--- src/rtl/digit_scan_driver_if.sv ---
// Host-side control and display-side outputs of the four-digit scan driver.
// master drives value/control, slave is the driver itself.
interface digit_scan_driver_if;
    logic        load;
    logic [15:0] value_in;
    logic        blank_lz;
    logic        blink_en;
    logic        w;
    logic        x;
    logic        y;
    logic        z;
    logic [3:0]  an;
    logic [1:0]  digit_idx;
    logic        frame_tick;
    logic        pending;

    modport master (
        output load, value_in, blank_lz, blink_en,
        input  w, x, y, z, an, digit_idx, frame_tick, pending
    );

    modport slave (
        input  load, value_in, blank_lz, blink_en,
        output w, x, y, z, an, digit_idx, frame_tick, pending
    );
endinterface

--- src/rtl/digit_scan_driver.sv ---
// Four-digit multiplexed display scanner: shadow/active value swap at frame
// boundaries, leading-zero blanking, anti-ghost dead time and whole-display blink.
module digit_scan_driver #(
    parameter int unsigned REFRESH_DIV = 50000,
    parameter int unsigned DEAD_CYC    = 16,
    parameter int unsigned BLINK_DIV   = 12500000
) (
    input  logic               clk,
    input  logic               resetn,
    digit_scan_driver_if.slave bus
);

    localparam int unsigned SLOT_W  = (REFRESH_DIV > 2) ? $clog2(REFRESH_DIV) : 1;
    localparam int unsigned BLINK_W = $clog2(BLINK_DIV + 1);

    localparam logic [SLOT_W-1:0]  SLOT_LAST  = SLOT_W'(REFRESH_DIV - 1);
    localparam logic [SLOT_W-1:0]  DEAD_END   = SLOT_W'(DEAD_CYC);
    localparam logic [BLINK_W-1:0] BLINK_LAST = BLINK_W'(BLINK_DIV - 1);

    // registered state
    logic [SLOT_W-1:0]  slot_cnt;
    logic [1:0]         digit_idx_q;
    logic [15:0]        active;
    logic [15:0]        shadow;
    logic               pending_q;
    logic [BLINK_W-1:0] blink_cnt;
    logic               blink_phase;
    logic [3:0]         an_q;
    logic [3:0]         nib_q;
    logic               frame_tick_q;

    // next-state values
    logic [SLOT_W-1:0]  nxt_slot;
    logic [1:0]         nxt_idx;
    logic [15:0]        nxt_active;
    logic [15:0]        nxt_shadow;
    logic               nxt_pending;
    logic [BLINK_W-1:0] nxt_blink_cnt;
    logic               nxt_blink_phase;
    logic [3:0]         nxt_an;
    logic [3:0]         nxt_nib;
    logic               nxt_frame_tick;
    logic               slot_wrap;
    logic               frame_end;
    logic [3:0]         lz;
    logic [3:0]         blank;

    always_comb begin
        nxt_slot        = slot_cnt + SLOT_W'(1);
        nxt_idx         = digit_idx_q;
        nxt_active      = active;
        nxt_shadow      = shadow;
        nxt_pending     = pending_q;
        nxt_blink_cnt   = blink_cnt;
        nxt_blink_phase = blink_phase;
        nxt_an          = 4'hF;
        nxt_nib         = 4'h0;
        nxt_frame_tick  = 1'b0;
        lz              = 4'b0000;
        blank           = 4'b0000;

        // slot counter and round-robin digit index
        slot_wrap = (slot_cnt == SLOT_LAST);
        frame_end = slot_wrap && (digit_idx_q == 2'd3);
        if (slot_wrap) begin
            nxt_slot = '0;
            nxt_idx  = digit_idx_q + 2'd1;
        end

        // active takes the old shadow at the boundary; a coincident load refills the shadow
        if (bus.load) begin
            nxt_shadow = bus.value_in;
        end
        nxt_pending = bus.load | (pending_q & ~frame_end);
        if (frame_end && pending_q) begin
            nxt_active = shadow;
        end

        if (!bus.blink_en) begin
            nxt_blink_cnt   = '0;
            nxt_blink_phase = 1'b0;
        end else if (blink_cnt == BLINK_LAST) begin
            nxt_blink_cnt   = '0;
            nxt_blink_phase = ~blink_phase;
        end else begin
            nxt_blink_cnt   = blink_cnt + BLINK_W'(1);
        end

        // digit k blanks only if it and every digit to its left are zero
        lz[3] = (nxt_active[15:12] == 4'h0);
        lz[2] = lz[3] && (nxt_active[11:8] == 4'h0);
        lz[1] = lz[2] && (nxt_active[7:4] == 4'h0);
        lz[0] = 1'b0;
        blank = lz & {4{bus.blank_lz}};

        nxt_nib = nxt_active[{nxt_idx, 2'b00} +: 4];
        if ((nxt_slot >= DEAD_END) && !nxt_blink_phase && !blank[nxt_idx]) begin
            nxt_an[nxt_idx] = 1'b0;
        end
        nxt_frame_tick = (nxt_slot == '0) && (nxt_idx == 2'd0);
    end

    always_ff @(posedge clk or negedge resetn) begin
        if (!resetn) begin
            slot_cnt     <= '0;
            digit_idx_q  <= 2'd0;
            active       <= 16'h0000;
            shadow       <= 16'h0000;
            pending_q    <= 1'b0;
            blink_cnt    <= '0;
            blink_phase  <= 1'b0;
            an_q         <= 4'hF;
            nib_q        <= 4'h0;
            frame_tick_q <= 1'b0;
        end else begin
            slot_cnt     <= nxt_slot;
            digit_idx_q  <= nxt_idx;
            active       <= nxt_active;
            shadow       <= nxt_shadow;
            pending_q    <= nxt_pending;
            blink_cnt    <= nxt_blink_cnt;
            blink_phase  <= nxt_blink_phase;
            an_q         <= nxt_an;
            nib_q        <= nxt_nib;
            frame_tick_q <= nxt_frame_tick;
        end
    end

    assign bus.w          = nib_q[3];
    assign bus.x          = nib_q[2];
    assign bus.y          = nib_q[1];
    assign bus.z          = nib_q[0];
    assign bus.an         = an_q;
    assign bus.digit_idx  = digit_idx_q;
    assign bus.frame_tick = frame_tick_q;
    assign bus.pending    = pending_q;

endmodule

--- src/flat_wrapper.sv ---
// flat-port wrapper written by rule: the top's interface ports become plain ports
module digit_scan_driver_flat 
#(
    parameter int unsigned REFRESH_DIV = 50000,
    parameter int unsigned DEAD_CYC    = 16,
    parameter int unsigned BLINK_DIV   = 12500000
)
  (clk, resetn, bus_load, bus_value_in, bus_blank_lz, bus_blink_en, bus_w, bus_x, bus_y, bus_z, bus_an, bus_digit_idx, bus_frame_tick, bus_pending);
  digit_scan_driver_if bus_i ();
  input  logic clk;
  input  logic resetn;
  input wire logic [$bits(bus_i.load)-1:0] bus_load;
  input wire logic [$bits(bus_i.value_in)-1:0] bus_value_in;
  input wire logic [$bits(bus_i.blank_lz)-1:0] bus_blank_lz;
  input wire logic [$bits(bus_i.blink_en)-1:0] bus_blink_en;
  output wire logic [$bits(bus_i.w)-1:0] bus_w;
  output wire logic [$bits(bus_i.x)-1:0] bus_x;
  output wire logic [$bits(bus_i.y)-1:0] bus_y;
  output wire logic [$bits(bus_i.z)-1:0] bus_z;
  output wire logic [$bits(bus_i.an)-1:0] bus_an;
  output wire logic [$bits(bus_i.digit_idx)-1:0] bus_digit_idx;
  output wire logic [$bits(bus_i.frame_tick)-1:0] bus_frame_tick;
  output wire logic [$bits(bus_i.pending)-1:0] bus_pending;
  assign bus_i.load = bus_load;
  assign bus_i.value_in = bus_value_in;
  assign bus_i.blank_lz = bus_blank_lz;
  assign bus_i.blink_en = bus_blink_en;
  assign bus_w = bus_i.w;
  assign bus_x = bus_i.x;
  assign bus_y = bus_i.y;
  assign bus_z = bus_i.z;
  assign bus_an = bus_i.an;
  assign bus_digit_idx = bus_i.digit_idx;
  assign bus_frame_tick = bus_i.frame_tick;
  assign bus_pending = bus_i.pending;
  digit_scan_driver #(.REFRESH_DIV(REFRESH_DIV), .DEAD_CYC(DEAD_CYC), .BLINK_DIV(BLINK_DIV)) u_core (.clk(clk), .resetn(resetn), .bus(bus_i));
endmodule
--- config.mk ---
export PLATFORM = sky130hd
export DESIGN_NAME = digit_scan_driver_flat
export DESIGN_NICKNAME = d
export VERILOG_FILES = /design/src/rtl/digit_scan_driver_if.sv /design/src/rtl/digit_scan_driver.sv /design/src/flat_wrapper.sv
export SDC_FILE = /design/constraint.sdc
export NUM_CORES = 1
export LEC_CHECK = 0
export ABC_AREA = 1
export BUFFER_PORTS_ARGS = -buffer_cell sky130_fd_sc_hd__buf_4
export CAP_MARGIN = 15
export CORE_MARGIN = 5
export CORE_UTILIZATION = 52
export DETAILED_ROUTE_END_ITERATION = 10
export GPL_TIMING_DRIVEN = 0
export PLACE_DENSITY = 0.71
export SLEW_MARGIN = 20
export SYNTH_ARGS = -nofsm -noshare
export SYNTH_HDL_FRONTEND = slang
export SYNTH_SLANG_ARGS = --single-unit
--- constraint.sdc ---
create_clock -name clk -period 2.9 [get_ports clk]
set_clock_uncertainty 0.15 [all_clocks]
set_input_delay 0 -clock clk [delete_from_list [all_inputs] [get_ports clk]]
set_output_delay 0 -clock clk [all_outputs]
set_load 0.02 [all_outputs]
Word-level counts from Yosys, hierarchy flattened. Index checks and enable logic that the tools add are counted.

$add $sub $neg: 3. Multipliers: 0. Div/mod/pow operators: 0. Order comparisons: 3. Equal/unequal tests: 3. Shifts and indexed selects: 1. Mux-type cells: 12. Bitwise logic cells: 6. Reduce and logical (&&, ||, !) cells: 15.

Operators by type and width (number): $mux W24 (2); $mux W16 (2); $add A24 B1 Y24 const B (1); $eq A24 B24 Y1 const B (1); $add A16 B1 Y16 const B (1); $eq A16 B16 Y1 const B (1); $ge A16 B5 Y1 const B (1); $logic_not A16 Y1 (1); $shiftx A16 B5 Y4 (1); $logic_not A4 Y1 (3); $logic_and A1 B1 Y1 (8); $and A4 B4 Y4 (1); $mux W1 (4); $mux W4 (1); $not A4 Y4 (1); $lt A2 B3 Y1 const B (1); $add A2 B1 Y2 const B (1); $bmux W1 S2 (1); $demux W1 S2 (1); $eq A2 B2 Y1 const B (1); $ge A2 B1 Y1 const B (1); $logic_not A1 Y1 (2); $logic_not A2 Y1 (1); $mux W2 (1); 3 further kinds (4).

Bits in registers: 85. Bits in latches: 0. Bits in writable memories: 0. ROM bits: 0. Output and inout bits: 12. Memories: 0.

Longest topological paths before layout. Gate-level depths: netlist of the first run.

Depth in word-level cells: 13. Depth in mapped cells: 14. Gate-level depth less buffers: 14.

Worst setup path after synthesis of the first run. Ideal clock, no wire load.

Kind: register to register. Start: register u_core.slot_cnt[0]. End: register u_core.an_q[1] (netlist: u_core.bus.an[1]). Arrival: 1673 ps. Setup slack: 987 ps. Cell stages (with the launch flop): 11. Buffers on the path: 0. Path through: dfrtp_1 ha_1 nand3_2 nor2_2 nand2_2 xor2_2 clkinv_1 nand2_4 nand2_1 nand3_2 nand3_1.

RTL lines: from (decl) (line digit_scan_driver.sv:21) `logic [SLOT_W-1:0] slot_cnt;`; from (signal assigned) (line digit_scan_driver.sv:116) `slot_cnt <= nxt_slot;`; $eq A16 B16 Y1 (*) (line digit_scan_driver.sv:63) `slot_wrap = (slot_cnt == SLOT_LAST);`; $mux W2 (*) (line digit_scan_driver.sv:65) `if (slot_wrap) begin`; named net u_core.nxt_idx[0] (line digit_scan_driver.sv:34) `logic [1:0] nxt_idx;`; $lt A2 B3 Y1 (implied by the code) / $ge A2 B1 Y1 (equally long branches) (line digit_scan_driver.sv:98) `nxt_an[nxt_idx] = 1'b0;`; $logic_and A1 B1 Y1 (implied by the code) (line digit_scan_driver.sv:98); $mux W1 (implied by the code) (line digit_scan_driver.sv:98); $demux W1 S2; $not A4 Y4 (no line); $mux W4 (*) (line digit_scan_driver.sv:97) `if ((nxt_slot >= DEAD_END) && !nxt_blink_phase && !blank[nxt_idx]) begin`; named net u_core.nxt_an[1] (line digit_scan_driver.sv:40) `logic [3:0] nxt_an;`; to (signal assigned) (line digit_scan_driver.sv:123) `an_q <= nxt_an;`; to (decl) (line digit_scan_driver.sv:28) `logic [3:0] an_q;`.

The timed path passes the listed nets; every way through them passes the cells marked *. The select of a mux whose other input is x is not followed. A chain may end at the register's enable or synchronous reset.

Worst setup path in the final report of the first run.
Start: register u_core.slot_cnt[0]. End: register u_core.nib_q[3].

RTL lines: $eq A16 B16 Y1 (line digit_scan_driver.sv:63); $mux W2 (line digit_scan_driver.sv:65); named net u_core.nxt_idx[1] (line digit_scan_driver.sv:34); $shiftx A16 B5 Y4 (line digit_scan_driver.sv:96) `nxt_nib = nxt_active[{nxt_idx, 2'b00} +: 4];`; named net u_core.nxt_nib[3] (line digit_scan_driver.sv:41) `logic [3:0] nxt_nib;`; to (signal assigned) (line digit_scan_driver.sv:124) `nib_q <= nxt_nib;`; to (decl) (line digit_scan_driver.sv:29) `logic [3:0] nib_q;`.

The timed path passes the listed nets, and every way through them passes these cells.

==> results of run 1 <==
[cell usage after synthesis, types with 2 or more instances]
master / n
o21ai_0: 28
or2_2: 5
o21bai_1: 2
nand2_2: 5
nor2_2: 10
clkbuf_1: 4
inv_2: 2
nor4_1: 3
xnor2_1: 2
ha_1: 3
o2111ai_1: 4
mux2_2: 6
nor2_1: 52
a21oi_1: 17
nor2_4: 5
o21ai_1: 2
xor2_1: 4
inv_1: 77
nand3_2: 2
nand2_1: 123
nand3_1: 25
dfstp_2: 4
nor3_1: 9
nand4_1: 15
dfrtp_1: 81
[routing by layer]
layer | up-vias | GRT usage | part of all wire
met3 | 16 | 0.03127 | 0.037
met1 | 1600 | 0.2569 | 0.47
li1 | 1727 | - | -
met4 | 0 | 0.07563 | 0.020
met5 | - | 0 | 0
met2 | 81 | 0.3002 | 0.47
[cell type report]
type | instances | area share
repair buffers | 50 | 0.08633
clock inverters | 7 | 0.01316
flip-flops and latches | 85 | 0.4314
inverters | 80 | 0.06076
multi-input cells | 335 | 0.3486
well taps | 102 | 0.02582
plain buffers | 7 | 0.008861
clock buffers | 9 | 0.02506
[what timing repair did]
item / 4_1_cts / 5_1_grt
setup endpoints to repair: 0 / 0
hold buffers: 19 / 0
endpoints found under the hold margin: 112 / 0
[where the power goes]
part | internal (mW) | switching [mW]
registers | 1.21 | 0.00987
logic | 0.0524 | 0.0598
clock network | 0.334 | 0.490
total | 1.59 | 0.560
[worst max-delay path by stage]
stage	start	endpoint	cells after the start	slack, ps
floorplan	u_core.slot_cnt[0]	u_core.bus.an[1]	10	990
global placement	u_core.slot_cnt[0]	u_core.bus.an[2]	12	730
detailed placement	u_core.slot_cnt[0]	u_core.bus.an[1]	12	680
CTS	u_core.slot_cnt[0]	u_core.bus.an[1]	12	660
global route	u_core.blink_cnt[0]	u_core.blink_cnt[20]	10	480
finish	u_core.slot_cnt[0]	u_core.nib_q[3]	11	650
[metrics by stage]
stage	hold WS, ps	power [mW]	area (um2)
6_report	18.49	2.155	4942
2_1_floorplan	-445.6	1.278	4199
4_1_cts	14.00	2.178	4938
3_5_place_dp	61.57	1.335	4559
5_1_grt	55.49	2.247	4942
3_3_place_gp	57.98	1.332	4559
[worst reg2reg max path: cells and delay by family (launching register included)]
family	cells	cell delay (ps)
compound gates	1	130
fa+ha+maj	1	220
buf+inv	2	330
flops	1	390
simple gates	7	950
[cell usage in the layout (no fill, tap or decap), drive strengths merged]
cell type / instances
nand2: 129
inv: 84
dfrtp: 81
nor2: 67
buf: 33
o21ai: 30
nand3: 27
dlygate4sd3: 19
a21oi: 17
nand4: 16
clkbuf: 14
nor3: 11
mux2: 6
or2: 5
xor2: 5
o2111ai: 4
dfstp: 4
nor4: 3
ha: 3
o21bai: 2
xnor2: 2
clkinv: 2
o21a: 1
and2: 1
a21o: 1
nand3b: 1
and3: 1
a31oi: 1
a211oi: 1
nor3b: 1
clkinvlp: 1
[state kept, by name, summed over array words and instances (netlist names)]
register and cells:
u_core.nib_q 4, u_core.active 16, u_core.bus.frame_tick 1, u_core.shadow 16, u_core.bus.an 4, u_core.bus.digit_idx 2
u_core.bus.pending 1, u_core.blink_phase 1, u_core.slot_cnt 16, u_core.blink_cnt 24
[cell families after synthesis]
group / Yosys count
AO/OA/AOI/OAI: 57
XOR/XNOR: 7
adder cells (fa/ha/maj): 3
buffers and inverters: 87
flip-flops: 85
multiplexers: 6
AND/OR/NAND/NOR: 262
==> metrics.txt, run 1 <==
outcome=finished, final reports clean; post-layout minimum cycle time=approximately 2200 ps; number of top-level design ports=33; Initial Util=0.5378; Port Buf Inserts=31; category of the worst setup path launch point=register; Relative slew margins=0.4930; maximum clock path buffer count=2; routability cong.=0.9697; Pre-Repair DR Iteration Count=5; vertical extent of the die=99.86 um; xor and xnor fraction of the mapped netlist area=0.01639; mean instance size in the synthesized netlist=8.282 um2; cell area after technology mapping=4199 um2; CTS sink cnt=85; unrepaired setup endpoints after global routing=no; EDFF count, synth=0; total number of nets in the final design=approximately 590; final setup violation count=0; Die W=99.86 um; Worst R2R End=u_core.nib_q[3]; final max-slew violation count=0; Tightest Hold Check Type=in2reg; count of routing violations after the opening detailed-route iteration=174; ys async rst share=1.000; Power Dens Cells=approximately 440 nW/um2; final antenna diode count=0; vias after detailed routing=between 3000 and 4000; cell type with the largest total area after synthesis=dfrtp_1; Hold Path Depth=2; CP required=between 3000 and 4000 ps; adder-cell area share of the yosys netlist=0.008939; CP Capture Type=register; site row count=32; worst hold path startpoint=bus_load; instance count of the mapped netlist=507; Simple-Gate Fraction of Synth Area=0.2923; WL/cell=approximately 13 um; Mapped Nets=531; period utilization=0.7747; DRC violations left=0; Post CTS Setup Buffer Count=0; worst r2r src=u_core.slot_cnt[0]; CTS Buf Count=9; final sum of negative setup slack=0 ps; pin count of the biggest net entering global routing=86; post-synth top area share=0.4827; number of cells in the finished layout apart from fillers=675; end-of-flow core utilization=0.6330; sum of buffers and inverters on the critical path=2; worst min-delay path endpoint=u_core.shadow[0]; leakage dissipation=2.514 nW; area of the die=9972 um2; proportion of synthesized chip area in sequential cells=0.5077; total routing usage reported by global routing=0.1884; CTS tree=done; worst path cell trace=ha_1 -> nand3_2 -> inv_1 -> nand2_1 -> nor2_4 -> nor2_1 -> nor2_4 -> nand2_1 -> inv_1 -> nand2_1 -> o2111ai_1; post-synthesis register bit count=85; Sequential cell area=2132 um2; worst reg-to-reg path cell count=11; first-pass GRT wire length=15140 um; slew at the pin with the worst max-slew slack=760.6 ps; Data arrival, critical path=2370 ps; half-perimeter wire length after placement=6340 um; final-layout fill cell count=685; buffer cell driving the clock tree root=clkbuf_8; Multi-input gate area=about 1700 um2; Critical Path Fanout Max=8; total global routing overflow=0; post-CTS resize count=0; worst setup path class=reg2reg; register-to-register setup slack=650 ps; unique cell type count in the Yosys netlist=between 40 and 50; via count normalized by instance count=between 5 and 6; Post-Place Cells=640; worst slack at placement=~680 ps; worst vdd rail ir drop=0.0002877 V; synth top area cells=dfrtp_1 (48%), nand2_1 (11%), inv_1 (6.9%); Worst path most repeated cell=nand2_1; clock latency of the later-clocked register in the worst-skew pair=360 ps; fin worst setup slack=653.3 ps; Max H-tree Level=3; dominant combinational cell family by area after synthesis=simple AND/OR/NAND/NOR gates; via count of the first global-routing pass=3318; placeable core area=7807 um2; Detail Route Antenna Nets=0; antenna violations before repair=0; largest incremental delay on the critical path=390 ps; proportion of layout cells with a drive suffix above 1=0.1640; top cell family by delay on the critical path=simple AND/OR/NAND/NOR gates; post-synthesis compound-gate area fraction=0.07658; final WL=8824 um; growth of design area from synthesis to finish=17.70%; Worst path slowest cell=dfrtp_1; clock-pin slew reported for the worst setup and hold paths after clock tree synthesis=100 ps; commonest register cell after synthesis=dfrtp_1; timing-limited maximum frequency=0.4451 GHz; multiplexer area fraction after synthesis=0.01609; max-capacitance violation count=0; number of failing hold endpoints at the final stage=0; synth warn=0
No activity file was read; power rests on OpenSTA's default activity.
==> run 2, diff against run 1 <==
--- a/config.mk
+++ b/config.mk
@@ -5,7 +5,7 @@
 export SDC_FILE = /design/constraint.sdc
 export NUM_CORES = 1
 export LEC_CHECK = 0
-export ABC_AREA = 1
+export ABC_AREA = 0
 export BUFFER_PORTS_ARGS = -buffer_cell sky130_fd_sc_hd__buf_4
 export CAP_MARGIN = 15
 export CORE_MARGIN = 5
==> constraint.sdc (replaced) <==
create_clock -name clk -period 2.3 [get_ports clk]
set_clock_uncertainty 0.15 [all_clocks]
set_input_delay 0 -clock clk [delete_from_list [all_inputs] [get_ports clk]]
set_output_delay 0 -clock clk [all_outputs]
set_load 0.02 [all_outputs]
==> run 2 against run 1 <==
  * The run now ends with negative setup slack left
  * Clock-buffer cell count did not move
  * First-iteration DRC count down 10%
  * Combinational power up 30%
  * Cell area grew 5.4%
  * Synthesized cell count is 25% lower
  * Area after synthesis shrank 6.0%
  * Register-to-register slack got worse by 950 ps
  * Worst setup slack worse by 950 ps
  * Fmax down 13%
  * Clock power rose by 25%
  * Sequential power up 27%
  * Critical path depth down 3
  * Critical path type unchanged
==> metrics.txt, run 2 <==
outcome=finished with violations; violated checks=negative setup slack; number of cells in the finished layout apart from fillers=570; fin worst setup slack=-294.0 ps; Data arrival, critical path=2710 ps; EDFF count, synth=0; Critical Path Fanout Max=4; max-capacitance violation count=0; pin count of the biggest net entering global routing=86; Tightest Hold Check Type=in2reg; worst hold path startpoint=bus_load; worst r2r src=u_core.slot_cnt[4]; unrepaired setup endpoints after global routing=yes; maximum clock path buffer count=2; via count of the first global-routing pass=3083; worst setup path class=reg2reg; vertical extent of the die=97.10 um; post-synthesis register bit count=between 80 and 90; Pre-Repair DR Iteration Count=4; site row count=31; Worst R2R End=u_core.bus.an[1]; count of routing violations after the opening detailed-route iteration=156; commonest cells after routing, fill and taps aside=dfrtp_1 (77), nand2_1 (64), buf_4 (51), nor2_1 (37); antenna violations before repair=0; post-synth top area share=0.5138; proportion of layout cells with a drive suffix above 1=0.3079; net switching component of the power=between 600 and 700 uW; CTS tree=done; CP Capture Type=register; first-pass GRT wire length=14490 um; Initial Util=0.5381; hold_ws=7.633 ps; leakage dissipation=2.386 nW; worst vdd rail ir drop=0.0003816 V; proportion of synthesized chip area in sequential cells=0.5404; area of the die=9428 um2; CTS Buf Count=9; number of flip-flops in the largest register=24; Detail Route Antenna Nets=0; dpl cell area=4352 um2; sequential fraction of design power=0.568; clock-pin slew reported for the worst setup and hold paths after clock tree synthesis=80 ps; total number of nets in the final design=491; clock latency of the later-clocked register in the worst-skew pair=approximately 350 ps; Post-Place Cells=508; worst min-delay path endpoint=u_core.shadow[1]; period utilization=1.128; most used standard cells in the synthesized netlist=dfrtp_1 (81), nand2_1 (69), nor2_1 (38); final antenna diode count=0; total routing usage reported by global routing=0.1868; mean instance size in the synthesized netlist=10.44 um2; timing-limited maximum frequency=0.3855 GHz; worst reg-to-reg path cell count=8; synth top area cells=dfrtp_1 (51%), nand2_1 (6.6%), mux2_2 (4.6%); Mapped Nets=402; final max-slew violation count=0; placeable core area=roughly 7300 um2; number of top-level design ports=33; vias after detailed routing=3132; DRC violations left=0; number of failing hold endpoints at the final stage=0; register bank with the most flops=u_core.blink_cnt; internal power summed over all cells=2.099 mW; total power after layout=2.729 mW; cell area after technology mapping=3945 um2; ys async rst share=1.000; top-count cell post-synth=dfrtp_1; via count normalized by instance count=5.495; final setup violation count=9; routability cong.=between 0.8 and 0.9; growth of design area from synthesis to finish=32.00%; total global routing overflow=0; Hold Path Depth=2; category of the worst setup path launch point=register; buffer cell driving the clock tree root=clkbuf_8; WL/cell=~16 um; Die W=97.10 um; most common library cell in the layout ignoring fill and taps=dfrtp_1; crit path from=u_core.slot_cnt[4]; slew at the pin with the worst max-slew slack=750.6 ps; Max H-tree Level=3; Port Buf Inserts=31; unique cell type count in the Yosys netlist=44; half-perimeter wire length after placement=about 5500 um; register-to-register setup slack=-290 ps; cell type with the largest total area after synthesis=dfrtp_1; post-layout minimum cycle time=between 2000 and 3000 ps; Layout Cell Area excl Fill=5207 um2; share of power burned in the clock network=0.379; combinational cell fraction of total power=0.053; Relative slew margins=0.4996; Power Dens Cells=approximately 520 nW/um2; Switching Fraction=0.2311; CP required=2410 ps; commonest register cell after synthesis=dfrtp_1; instance count of the mapped netlist=378; final WL=around 9000 um; synth warn=0; end-of-flow core utilization=0.7104; CTS sink cnt=85
[run 2: cell count changes after synthesis, sizes merged, moves of 7 or more]
cell,delta
a21oi,-13
inv,-73
mux2,+11
nand2,-60
nand4,-8
nor2,-29
nor4,+7
o21ai,-20
xnor2,+17
xor2,+12
[run 2: final cells by class]
type                       instances  area (um2)
timing repair buffer              80       700.7
fill                             505        2123
clock inverter                     6       65.06
tap                               99       123.9
buffer                            10       91.34
inverter                           6       27.53
clock buffer                       9       123.9
multi-input combinational        275        1938
sequential                        85        2137
[run 2: critical path, stage by stage, from the launching register on]
cell and delay [ps]:
dfrtp_2 430, nor4b_4 340, nor4b_4 300, buf_6 170
nand3_4 80, mux2_4 300, o31a_1 270, a2111oi_2 330
nand2_1 140
[run 2: cells by family (layout without fill, tap and decap cells)]
family / Yosys count / after routing / synth area share
buf+inv: 18 / 111 / 0.02030
xor+xnor: 36 / 36 / 0.07992
fa+ha+maj: 3 / 3 / 0.009516
compound gates: 26 / 26 / 0.04314
mux: 23 / 23 / 0.06470
simple gates: 187 / 187 / 0.2420
flops: 85 / 85 / 0.5404
[run 2: how the worst max path moves through the flow]
stage / endpoint / slack, ps / cells past startpoint
final: u_core.bus.an[1] / -290 / 8
after global routing: u_core.bus.an[1] / -390 / 8
after CTS: u_core.bus.an[1] / -270 / 9
after detailed placement: u_core.bus.an[1] / -750 / 7
after global placement: u_core.bus.an[1] / -660 / 7
after floorplan: u_core.bus.an[1] / -260 / 7
[run 2: timing repair]
| action | 4_1_cts | 5_1_grt |
|---|---|---|
| hold buffers | 18 | 0 |
| hold endpoints to repair | 102 | 0 |
| endpoints found under the setup margin | 46 | 30 |
| buffers inserted | 20 | 11 |
| pin swaps | 7 | 9 |
| gates cloned | 0 | 2 |
| resized for setup | 38 | 36 |
[run 2: through the flow]
step	setup TNS, ps	setup WS (ps)
finish	-1583	-294.0
global route	-2425	-389.4
CTS	-1070	-274.9
detailed placement	-8750	-754.9
global placement	-7586	-658.9
floorplan	-419.4	-263.0
[run 2: per-layer routing]
metal  share of wire  GRT usage  wire length, um
met1            0.43     0.2344             3894
met2            0.52     0.3243             4773
met3           0.031    0.03589              287
met4           0.020    0.06048              187
met5               0          0                0
[run 2: power by group through the flow]
| stage | registers [mW] | clock network (mW) | logic (mW) |
|---|---|---|---|
| floorplan | 1.57 | 0 | 0.0514 |
| global placement | 1.58 | 0 | 0.112 |
| detailed placement | 1.58 | 0 | 0.116 |
| CTS | 1.55 | 1.05 | 0.141 |
| global route | 1.55 | 1.11 | 0.161 |
| finish | 1.55 | 1.03 | 0.146 |
==> run 3, diff against run 2 <==
==> constraint.sdc (replaced) <==
create_clock -name clk -period 2.3 [get_ports clk]
set_clock_uncertainty 0.15 [all_clocks]
set_input_delay 0.46 -clock clk [delete_from_list [all_inputs] [get_ports clk]]
set_output_delay 0.46 -clock clk [all_outputs]
set_load 0.02 [all_outputs]
==> run 3 against run 2 <==
  * Global-route usage fell by 0.36 points
  * Critical path depth did not move
  * Cell area fell by 3.5%
  * Core utilization fell by 2.5 points
  * Critical endpoint unchanged
  * The run ends with negative hold slack, negative setup slack left
  * Hold slack got worse by 23 ps
  * Critical path type unchanged
  * Non-clock buffer count fell by 18
  * First-iteration DRC count fell by 34%
  * Largest power group unchanged
  * Fmax rose by 0.48%
  * Largest cell class unchanged
  * Die area did not move
  * Worst setup slack improved by 12 ps
==> metrics.txt, run 3 (same netlist as run 2, synthesis figures left out) <==
half-perimeter wire length after placement=approximately 5500 um; most common library cell in the layout ignoring fill and taps=dfrtp_1; CP required=2420 ps; antenna violations before repair=0; Detail Route Antenna Nets=0; total global routing overflow=0; pin count of the biggest net entering global routing=86; final WL=8851 um; number of flip-flops in the largest register=24; Port Buf Inserts=31; maximum clock path buffer count=2; outcome=finished with violations; Power Dens Cells=537.8 nW/um2; # hold bufs at CTS=0; leakage dissipation=2.311 nW; vias after detailed routing=3029; count of routing violations after the opening detailed-route iteration=103; WL/cell=16.03 um; hold_ws=-15.86 ps; worst vdd rail ir drop=0.0003782 V; Initial Util=0.5381; final-layout fill cell count=527; final sum of negative setup slack=-1592 ps; Data arrival, critical path=around 2700 ps; worst reg-to-reg path cell count=8; number of failing hold endpoints at the final stage=4; slew at the pin with the worst max-slew slack=757.7 ps; number of top-level design ports=33; commonest cells after routing, fill and taps aside=dfrtp_1 (77), nand2_1 (64), buf_4 (51), nor2_1 (37), xnor2_1 (18); site row count=31; CTS sink cnt=between 80 and 90; first-pass GRT wire length=between 10000 and 15000 um; total power after layout=2.703 mW; Pre-Repair DR Iteration Count=4; unrepaired setup endpoints after global routing=yes; final max-slew violation count=0; via count of the first global-routing pass=3041; end-of-flow core utilization=0.6858; Relative slew margins=0.4949; growth of design area from synthesis to finish=27.43%; area of the die=9428 um2; buffer cell driving the clock tree root=clkbuf_8; CTS tree=done; post-layout minimum cycle time=2582 ps; total routing usage reported by global routing=0.1832; register bank with the most flops=u_core.blink_cnt; Die W=97.10 um; violated checks=negative hold slack, negative setup slack; timing-limited maximum frequency=0.3873 GHz; vertical extent of the die=roughly 97 um; clock latency of the later-clocked register in the worst-skew pair=350 ps; Max H-tree Level=3; max-capacitance violation count=0; clock-pin slew reported for the worst setup and hold paths after clock tree synthesis=approximately 90 ps; total number of nets in the final design=473; final antenna diode count=0; routability cong.=0.8273; CTS Buf Count=9; CP Capture Type=register; Tightest Hold Check Type=in2async; final setup violation count=9; via count normalized by instance count=5.487; period utilization=1.122; proportion of layout cells with a drive suffix above 1=0.3201; Critical Path Fanout Max=4; fin worst setup slack=-281.7 ps; worst slack at placement=-754.9 ps; DRC violations left=0; worst setup path class=reg2reg; category of the worst setup path launch point=register; placeable core area=about 7300 um2
-- run 3: changes by cell type in the layout (fill, tap and decap cells not counted) --
cell,delta
dlygate4sd3_1,-18
-- run 3: critical path, stage by stage, from the launching register on --
cell       delay [ps]
dfrtp_2           430
nor4b_4           340
nor4b_4           300
buf_6             170
nand3_4            80
mux2_4            300
o31a_1            270
a2111oi_2         320
nand2_1           130
-- run 3: what timing repair did --
| item | 4_1_cts | 5_1_grt |
|---|---|---|
| pin swaps | 7 | 9 |
| setup buffers | 20 | 11 |
| gates resized for setup | 38 | 36 |
| setup endpoints to repair | 46 | 30 |
| gates cloned | 0 | 2 |
-- run 3: power breakdown --
group          internal, mW  leakage [nW]  switching, mW  total (mW)
combinational        0.0596          1.12         0.0608       0.120
clock                 0.493        0.0833          0.540        1.03
sequential             1.53          1.11         0.0235        1.55
total                  2.08          2.31          0.625        2.70
-- run 3: layout make-up --
class,instances,area (um2),share of cell area
inverters,6,27.53,0.005475
multi-input cells,275,1938,0.3855
plain buffers,10,91.34,0.01817
clock inverters,6,65.06,0.01294
clock buffers,9,123.9,0.02464
repair buffers,62,520.5,0.1035
well taps,99,123.9,0.02464
flip-flops and latches,85,2137,0.4251
-- run 3: final timing paths --
kind | from | to | slack (ps)
worst max-delay path | u_core.slot_cnt[4] | u_core.bus.an[1] | -280
worst max register to register | u_core.slot_cnt[4] | u_core.bus.an[1] | -280
min in group clk | bus_value_in[15] | u_core.shadow[15] | 180
worst min-delay path | resetn | u_core.shadow[3] | -20
worst min register to register | u_core.blink_cnt[0] | u_core.blink_cnt[0] | 340
max in group asynchronous | resetn | u_core.slot_cnt[13] | 1440
-- run 3: stage by stage --
stage	cell area (um2)	cells
4_1_cts	4820	542
6_report	5027	552
3_3_place_gp	4352	508
2_1_floorplan	3995	378
3_5_place_dp	4352	508
5_1_grt	5027	552
-- run 3: metal layers --
metal / track usage / wire (um)
met5: 0 / 0
met4: 0.06048 / 136
met3: 0.03518 / 267
met2: 0.3110 / 4594
met1: 0.2357 / 3852
